### src/rtl/fifo_pkg.sv
// Shared types for the FIFO stream reader: controller state encoding and
// occupancy-count widths used by the reader and its skid buffer.
package fifo_pkg;

  localparam int OCC_W  = 2;          // holds buffered-word count 0..2
  localparam int PEND_W = OCC_W + 1;  // occ + in-flight read before a pop

  typedef enum logic [1:0] {
    IDLE   = 2'd0,
    ACTIVE = 2'd1,
    STALL  = 2'd2,
    FLUSH  = 2'd3
  } state_t;

  // Maps words owned by the reader (buffered plus in flight) to a state.
  function automatic state_t state_for(input logic [PEND_W-1:0] pending);
    if (pending == '0) return IDLE;
    if (pending >= PEND_W'(2)) return STALL;
    return ACTIVE;
  endfunction

endpackage

### src/rtl/fifo_skid_buf.sv
// Two-entry in-order buffer between the FIFO read port and the stream output.
// Flush empties it in one cycle; entry contents are left as-is.
module fifo_skid_buf
  import fifo_pkg::*;
#(
  parameter int DATA_WIDTH = 32
) (
  input  logic                  clk,
  input  logic                  rst,
  input  logic                  push,
  input  logic [DATA_WIDTH-1:0] push_data,
  input  logic                  pop,
  input  logic                  flush,
  output logic [DATA_WIDTH-1:0] head_data,
  output logic [OCC_W-1:0]      occ
);

  logic                      head_reg;
  logic                      tail_reg;
  logic [OCC_W-1:0]          occ_reg;
  logic [1:0][DATA_WIDTH-1:0] entries;

  for (genvar gi = 0; gi < 2; gi++) begin : g_entry
    logic [DATA_WIDTH-1:0] entry_reg;

    always_ff @(posedge clk or posedge rst) begin
      if (rst) begin
        entry_reg <= '0;
      end else if (push && !flush && (tail_reg == 1'(gi))) begin
        entry_reg <= push_data;
      end
    end

    assign entries[gi] = entry_reg;
  end

  always_ff @(posedge clk or posedge rst) begin
    if (rst) begin
      head_reg <= 1'b0;
      tail_reg <= 1'b0;
      occ_reg  <= '0;
    end else if (flush) begin
      head_reg <= 1'b0;
      tail_reg <= 1'b0;
      occ_reg  <= '0;
    end else begin
      if (push) tail_reg <= ~tail_reg;
      if (pop)  head_reg <= ~head_reg;
      occ_reg <= occ_reg + OCC_W'(push) - OCC_W'(pop);
    end
  end

  assign head_data = entries[head_reg];
  assign occ       = occ_reg;

endmodule

### src/rtl/fifo_stream_reader.sv
// Drains an asynchronous FIFO read port into a valid/ready stream at one word
// per cycle. Define FIFO_RD_STATS_EN to add the rd_count/flush_drop counters.
module fifo_stream_reader
  import fifo_pkg::*;
#(
  parameter int DATA_WIDTH = 32
) (
  input  logic                  rclk,
  input  logic                  rrst,
  input  logic                  fifo_empty,
  input  logic [DATA_WIDTH-1:0] fifo_data,
  output logic                  fifo_r_en,
  output logic                  m_valid,
  output logic [DATA_WIDTH-1:0] m_data,
  input  logic                  m_ready,
  input  logic                  flush,
`ifdef FIFO_RD_STATS_EN
  output logic [31:0]           rd_count,
  output logic [7:0]            flush_drop,
`endif
  output logic                  busy
);

  state_t            state_reg;
  state_t            state_next;
  logic              infl_reg;
  logic [1:0]        rst_done_reg;
  logic [OCC_W-1:0]  occ;
  logic [PEND_W-1:0] pending;
  logic              has_word;
  logic              pop;
  logic              push;
  logic              accept;
  logic              rd_ok;

  assign has_word = (occ != '0);
  assign pop      = has_word && m_ready;
  // A word returning in a flush cycle is dropped rather than captured.
  assign push     = infl_reg && !flush;
  assign pending  = PEND_W'(occ) + PEND_W'(infl_reg) - PEND_W'(pop);
  assign rd_ok    = rst_done_reg[1] && !fifo_empty && (pending < PEND_W'(2));
  assign accept   = fifo_r_en && !fifo_empty;

  fifo_skid_buf #(
    .DATA_WIDTH(DATA_WIDTH)
  ) u_buf (
    .clk       (rclk),
    .rst       (rrst),
    .push      (push),
    .push_data (fifo_data),
    .pop       (pop),
    .flush     (flush),
    .head_data (m_data),
    .occ       (occ)
  );

  // rst_done_reg holds reads off until the second edge after reset release.
  always_ff @(posedge rclk or posedge rrst) begin
    if (rrst) begin
      state_reg    <= IDLE;
      infl_reg     <= 1'b0;
      rst_done_reg <= 2'b00;
    end else begin
      state_reg    <= state_next;
      infl_reg     <= accept;
      rst_done_reg <= {rst_done_reg[0], 1'b1};
    end
  end

  always_comb begin
    state_next = state_for(pending + PEND_W'(accept));
    if (flush) state_next = FLUSH;
  end

  always_comb begin
    fifo_r_en = rd_ok && !flush && (state_reg != FLUSH);
    m_valid   = has_word;
    busy      = (state_reg != IDLE);
  end

`ifdef FIFO_RD_STATS_EN
  logic [31:0] rd_count_reg;
  logic [7:0]  flush_drop_reg;
  logic [8:0]  drop_sum;

  // pending is exactly what a flush throws away: buffered + in flight - popped.
  assign drop_sum = {1'b0, flush_drop_reg} + 9'(pending);

  always_ff @(posedge rclk or posedge rrst) begin
    if (rrst) begin
      rd_count_reg   <= '0;
      flush_drop_reg <= '0;
    end else if (flush) begin
      rd_count_reg   <= '0;
      flush_drop_reg <= drop_sum[8] ? 8'hFF : drop_sum[7:0];
    end else if (pop) begin
      rd_count_reg <= rd_count_reg + 32'd1;
    end
  end

  assign rd_count   = rd_count_reg;
  assign flush_drop = flush_drop_reg;
`endif

endmodule
### config.mk
export PLATFORM = sky130hd
export DESIGN_NAME = fifo_stream_reader
export DESIGN_NICKNAME = d
export VERILOG_FILES = /design/src/rtl/fifo_pkg.sv /design/src/rtl/fifo_skid_buf.sv /design/src/rtl/fifo_stream_reader.sv
export SDC_FILE = /design/constraint.sdc
export NUM_CORES = 1
export LEC_CHECK = 0
export CORE_MARGIN = 5
export CORE_UTILIZATION = 55
export DETAILED_ROUTE_END_ITERATION = 16
export GPL_TIMING_DRIVEN = 0
export PLACE_DENSITY = 0.85
export SETUP_SLACK_MARGIN = 0.2
export SYNTH_ARGS = -nofsm -noshare
export SYNTH_HDL_FRONTEND = slang
export SYNTH_SLANG_ARGS = --single-unit
### constraint.sdc
create_clock -name rclk -period 4.45 [get_ports rclk]
set_input_delay 0.445 -clock rclk [delete_from_list [all_inputs] [get_ports rclk]]
set_output_delay 0.445 -clock rclk [all_outputs]
set_load 0.01 [all_outputs]
==> impl_metrics.py, run 1 <==
metrics = {
    "sta": {
        "max_freq_ghz": 0.287,
        "tightest_slew_ns": 0.868,
        "clock_skew_ns": 0.00444,
        "fin_crit_ns": 3.48,
        "drv_slew": 0,
        "fin_tns_setup_ns": 0,
        "hold_viol": 0,
        "setup_viol": 0,
        "grt_setup_unrepaired": "false",
        "fin_crit_sh": 0.782,
        "slew_headroom": 0.421,
        "fin_ws_ns": 0.972,
    },
    "power_and_ir_drop": {
        "p_leak_nw": 2.04,
        "internal_power_mw": 1.93,
        "irDropWorstVdd_v": 0.000401,
        "power_per_cell_area_mw_per_mm2": 620,
        "power.share.sequential": 0.379,
        "clkPwrFrac": 0.168,
        "power.total_mw": 2.70,
        "power.share.combinational": 0.453,
        "p_sw_uw": 767,
        "sw_frac_of_total": 0.284,
    },
    "routing": {
        "drc": 0,
        "first_pass_iters": 4,
        "first_iter_violations": 54,
        "vias": 1929,
        "drt_wl_total_mm": 6.34,
        "routedWlPerCell_um": 16.9,
        "postRouteAntennaNets": 0,
        "vias_per_cell": 5.13,
    },
    "finish": {
        "area_delta_synth_final_pct": 28.9,
        "final_common_cell": "dfrtp_1",
        "most-common-layout-cells": "73 x dfrtp_1, 71 x clkdlybuf4s50_1, 66 x mux2_2, 30 x mux2_4, 12 x clkbuf_8",
        "diodes": 0,
        "largest_register_ffs": 64,
        "drive_above_1_share": 0.405,
        "finalNetCount": 343,
    },
    "yosys": {
        "synth_nets": 261,
        "yosysUniqueCellTypes": 24,
        "yosysSeqAreaShare": 0.541,
        "synth-xor-area-share": 0.0130,
        "synth_top_family_by_area": "multiplexers",
        "syn_area_per_cell_um2": 15.6,
        "synth-simple-area-share": 0.0230,
        "syn_inst": 217,
        "synth_seq_cells": 73,
        "syn_area_mm2": 0.00338,
        "synth_compound_area_frac": 0.00741,
        "synthAdderAreaFrac": 0.0281,
        "synth.area.mux_share": 0.353,
        "yosysWarningCount": 0,
    },
    "place": {
        "post-place-ws_ns": 0.942,
        "portBuffers": 71,
        "gp_congestion": 0.703,
        "hpwl_mm": 4.45,
    },
    "clock_network": {
        "cts-hold-fix-buffers": 0,
        "clk_latency_ns": 0.33,
        "clockBufferDepth": 2,
        "cts.sinks": 73,
        "root_buffer": "clkbuf_8",
        "cts_setup_buffers": 0,
        "path_clk_slew_ns": 0.06,
        "cts_resized": 0,
        "cts_tree": "done",
        "cts_buffers": 9,
        "cts_max_level": 3,
    },
    "global_route": {
        "gr-total-overflow": 0,
        "grt_util_all_layers": 0.184,
        "grt_pass1_vias": 2215,
        "grt_pass1_wl_mm": 10.8,
        "antenna_found_initial": 0,
        "grt_max_degree": 74,
    },
    "floorplan": {
        "pin_count": 72,
        "dieArea_mm2": 0.00781,
        "core-area_mm2": 0.00596,
        "fp.dieH_um": 88.4,
        "std_cell_rows": 28,
        "initial_core_util": 0.567,
        "die-width_um": 88.4,
    },
    "setup_path": {
        "slowest_delay_ns": 0.55,
        "cp-start-kind": "input port",
        "required_ns": 4.01,
        "critPathMaxFanout": 2,
        "cp_cell_sequence": "clkdlybuf4s50_1, o21a_1, ha_1, inv_1, ha_1, inv_1, fa_1, xnor2_1, nand4_1, a21oi_1, clkdlybuf4s50_1",
        "cp-end-kind": "output port",
        "timing.rr.end": "state_reg[1]",
        "critPathSlowestCell": "clkdlybuf4s50_1",
        "ff2ff_setup_slack_ns": 1.39,
        "reg2reg_from": "u_buf.occ[1]",
        "critPathKind": "input port to output port",
        "crit_arrival_ns": 3.03,
        "cp-endpoint": "fifo_r_en",
        "ff2ff_path_depth": 12,
        "cp-startpoint": "m_ready",
    },
    "min_path": {
        "hold_path.class": "register to register",
    },
    "job": {
        "cap_violations": 0,
    },
    "outcome": {
        "run_status": "complete, no violations",
    },
}
## area by class of cell
| type | instances | area, um2 |
|---|---|---|
| Clock buffer | 13 | 169 |
| Fill cell | 416 | 1600 |
| Tap cell | 75 | 93.8 |
| Multi-Input combinational cell | 126 | 1440 |
| Timing Repair Buffer | 71 | 711 |
| Sequential cell | 73 | 1830 |
| Buffer | 11 | 86.3 |
| Inverter | 7 | 28.8 |
## cell usage after synthesis
cell	number	area share
nor2b_2	1	0.0026
a21oi_1	2	0.0030
xnor2_1	5	0.013
nand2_1	2	0.0022
or3_1	1	0.0019
nand2b_1	1	0.0019
inv_1	7	0.0078
nor2_1	4	0.0044
fa_1	1	0.0059
ha_1	6	0.022
nand4_1	1	0.0019
o21bai_1	1	0.0022
and2b_1	1	0.0022
or2_2	1	0.0019
conb_1	1	0.0011
mux2_4	30	0.13
buf_4	3	0.0067
buf_6	4	0.013
buf_2	3	0.0044
mux2_2	66	0.22
o21a_1	1	0.0022
dfrtp_1	73	0.54
nor2b_4	1	0.0041
clkbuf_1	1	0.0011
## power groups by stage
| stage | clock [mW] | combinational [mW] | sequential (mW) |
|---|---|---|---|
| finish | 0.453 | 1.22 | 1.02 |
| CTS | 0.471 | 1.25 | 1.02 |
| floorplan | 0 | 0.752 | 0.985 |
| global placement | 0 | 1.21 | 1.01 |
| detailed placement | 0 | 1.24 | 1.03 |
| global route | 0.504 | 1.33 | 1.05 |
## critical path, delay by kind of cell
family / cells / cell delay, ns
xor+xnor: 1 / 0.25
fa+ha+maj: 3 / 0.75
compound gates: 2 / 0.30
buf+inv: 4 / 1.14
simple gates: 1 / 0.16
## kinds of logic (layout without fill, tap and decap cells)
family / count (synthesis) / after routing
multiplexers: 96 / 96
buffers and inverters: 18 / 102
XOR/XNOR: 5 / 5
AO/OA/AOI/OAI: 4 / 4
flip-flops: 73 / 73
adder cells (fa/ha/maj): 7 / 7
AND/OR/NAND/NOR: 13 / 13
other: 1 / 1
## worst min-delay path by stage
stage	slack (ns)	to	from	cells past startpoint
finish	0.35	rst_done_reg[1]	rst_done_reg[0]	0
global placement	0.33	rst_done_reg[1]	rst_done_reg[0]	0
global route	0.37	rst_done_reg[1]	rst_done_reg[0]	0
detailed placement	0.34	rst_done_reg[1]	rst_done_reg[0]	0
floorplan	0.33	rst_done_reg[1]	rst_done_reg[0]	0
CTS	0.35	rst_done_reg[1]	rst_done_reg[0]	0
## layer usage
layer  global-route usage  wire length, um  vias up
met5                    0                0        -
met4               0.0838              133        0
met3               0.0447              288       11
met2                0.292             3120       46
met1                0.239             2790      959
li1                     -                -      913
## stage by stage
step	instances	utilization	area [um2]	hold WS (ns)
after floorplan	217	-	3380	0.331
after global placement	363	0.702	4180	0.332
after detailed placement	363	0.703	4190	0.338
after CTS	376	0.731	4350	0.353
after global routing	376	0.731	4350	0.369
final	376	0.731	4350	0.351
(Power assumes the default switching activity.)
==> run 2, diff against run 1 <==
Settings changed: CORE_UTILIZATION 55 to 51, PLACE_DENSITY 0.85 to 0.8.
Clock period 4.45 ns to 3.6 ns, I/O delays scaled along.
==> run 2 against run 1 <==
Power grew 29%. Global-route usage shrank 3.1 points. Combinational power grew 24%. Sequential share of layout area shrank 0.61 points. Sequential power grew 23%. Largest cell class unchanged.
==> impl_metrics.py, run 2 (synthesis gave the netlist of run 1 again) <==
metrics = {
    "outcome": {
        "run_status": "complete, no violations",
    },
    "power_and_ir_drop": {
        "p_leak_nw": 2.08,
        "p_sw_uw": 952,
        "internal_power_mw": 2.53,
        "clkPwrFrac": 0.205,
        "sw_frac_of_total": 0.273,
        "irDropWorstVdd_v": 0.000449,
        "power.share.combinational": 0.435,
        "power_per_cell_area_mw_per_mm2": 788,
        "power.share.sequential": 0.360,
    },
    "sta": {
        "tightest_slew_ns": 0.908,
        "grt_setup_unrepaired": "false",
        "hold_viol": 0,
        "clock_skew_ns": 0.00506,
        "slew_headroom": 0.394,
        "fin_crit_sh": 0.831,
        "fin_crit_ns": 2.99,
        "max_freq_ghz": 0.334,
        "drv_slew": 0,
        "whs_ns": 0.353,
        "setup_viol": 0,
        "fin_ws_ns": 0.608,
        "fin_tns_setup_ns": 0,
    },
    "setup_path": {
        "critPathSlowestCell": "dfrtp_2",
        "cp_cell_sequence": "o21a_1, ha_1, inv_1, ha_1, inv_1, fa_1, xnor2_2, nand4_1, a21oi_1, ha_1, ha_1, or3_1",
        "cpMostUsedCell": "ha_1",
        "critPathMaxFanout": 4,
        "cp-start-kind": "register",
        "required_ns": 3.81,
        "crit_arrival_ns": 3.20,
        "cp-end-kind": "register",
        "ff2ff_path_depth": 12,
        "ff2ff_setup_slack_ns": 0.61,
        "timing.rr.end": "state_reg[1]",
        "critPathKind": "register to register",
        "slowest_delay_ns": 0.45,
        "reg2reg_from": "u_buf.occ[1]",
    },
    "global_route": {
        "gr-total-overflow": 0,
        "grt_max_degree": 74,
        "antenna_found_initial": 0,
        "grt_pass1_wl_mm": 10.3,
        "grt_util_all_layers": 0.153,
        "grt_pass1_vias": 2151,
    },
    "finish": {
        "ff_latch_area_mm2": 0.00183,
        "largest_register_ffs": 64,
        "multi_input_area_mm2": 0.00145,
        "diodes": 0,
        "area_delta_synth_final_pct": 30.9,
        "drive_above_1_share": 0.411,
        "finalNetCount": 343,
        "fillers": 453,
        "final_common_cell": "dfrtp_1",
        "fin_area_mm2": 0.00442,
        "most-common-layout-cells": "72 x dfrtp_1, 70 x clkdlybuf4s50_1, 66 x mux2_2, 30 x mux2_4, 11 x clkbuf_8",
    },
    "routing": {
        "first_pass_iters": 4,
        "drt_wl_total_mm": 6.17,
        "drc": 0,
        "routedWlPerCell_um": 16.2,
        "vias": 1925,
        "vias_per_cell": 5.05,
        "first_iter_violations": 41,
        "postRouteAntennaNets": 0,
    },
    "clock_network": {
        "clk_latency_ns": 0.33,
        "cts_buffers": 9,
        "path_clk_slew_ns": 0.07,
        "root_buffer": "clkbuf_8",
        "cts_tree": "done",
        "cts.sinks": 73,
        "cts_max_level": 3,
        "cts_setup_buffers": 0,
        "clockBufferDepth": 2,
    },
    "floorplan": {
        "fp.dieH_um": 91.4,
        "std_cell_rows": 29,
        "pin_count": 72,
        "core-area_mm2": 0.00639,
        "initial_core_util": 0.529,
        "dieArea_mm2": 0.00835,
        "die-width_um": 91.4,
    },
    "place": {
        "dpl_cell_area_mm2": 0.00419,
        "post-place-ws_ns": 0.291,
        "gp_congestion": 0.765,
        "hpwl_mm": 4.22,
        "portBuffers": 71,
    },
    "min_path": {
        "hold_path.class": "register to register",
        "min_from": "rst_done_reg[0]",
        "hold_end": "rst_done_reg[1]",
        "hold_depth": 0,
    },
    "job": {
        "cap_violations": 0,
    },
}
run 2: changes by cell type in the layout (fill, tap and decap cells not counted):
cell,before,now
clkbuf_8,12,11
xnor2_1,5,4
clkbuf_1,2,4
bufinv_16,0,2
dlymetal6s2s_1,0,1
clkdlybuf4s50_1,71,70
dfrtp_2,0,1
dfrtp_1,73,72
xnor2_2,0,1
run 2: how the worst max path moves through the flow:
| stage | startpoint | slack (ns) | cells after the start | endpoint |
|---|---|---|---|---|
| after detailed placement | m_ready | 0.29 | 13 | state_reg[1] |
| after global placement | rrst | 0.17 | 2 | u_buf.g_entry[0].entry_reg[23] |
| after floorplan | u_buf.occ[1] | 0.77 | 12 | state_reg[1] |
| final | u_buf.occ[1] | 0.61 | 12 | state_reg[1] |
| after CTS | u_buf.occ[1] | 0.24 | 10 | fifo_r_en |
| after global routing | u_buf.occ[1] | 0.44 | 12 | state_reg[1] |
run 2: area by class of cell:
class,instances,share of cell area
flip-flops and latches,73,0.413
repair buffers,71,0.161
multi-input cells,126,0.327
inverters,7,0.00651
plain buffers,11,0.0195
well taps,77,0.0218
clock buffers,14,0.0368
clock inverters,2,0.0136
run 2: metal layers:
metal | track usage | up-vias | part of all wire
met5 | 0 | - | 0
met4 | 0.0587 | 0 | 0.015
met3 | 0.0446 | 8 | 0.058
met2 | 0.236 | 48 | 0.47
met1 | 0.204 | 949 | 0.46
li1 | - | 920 | -
run 2: power groups by stage:
stage,Clock [mW],Combinational [mW],Sequential [mW]
6_report,0.714,1.51,1.25
5_1_grt,0.767,1.63,1.29
4_1_cts,0.734,1.53,1.25
3_5_place_dp,0,1.52,1.26
3_3_place_gp,0,1.50,1.25
2_1_floorplan,0,0.929,1.22
run 2: critical path, delay by kind of cell, from the launching register on:
kind,cells,cell delay (ns)
buffers and inverters,2,0.12
adder cells (fa/ha/maj),5,1.22
AND/OR/NAND/NOR,2,0.47
XOR/XNOR,1,0.18
AO/OA/AOI/OAI,2,0.41
flip-flops,1,0.45
run 2: timing repair:
action / CTS / global route
hold buffers: 0 / 0
setup endpoints to repair: 0 / 1
hold endpoints to repair: 0 / 0
resized for setup: 0 / 3
run 2: per-stage QoR:
step           cells   util  total power [mW]
3_3_place_gp     365  0.655              2.76
2_1_floorplan    217      -              2.15
3_5_place_dp     365  0.656              2.78
5_1_grt          381  0.692              3.69
4_1_cts          381  0.691              3.52
6_report         381  0.692              3.48
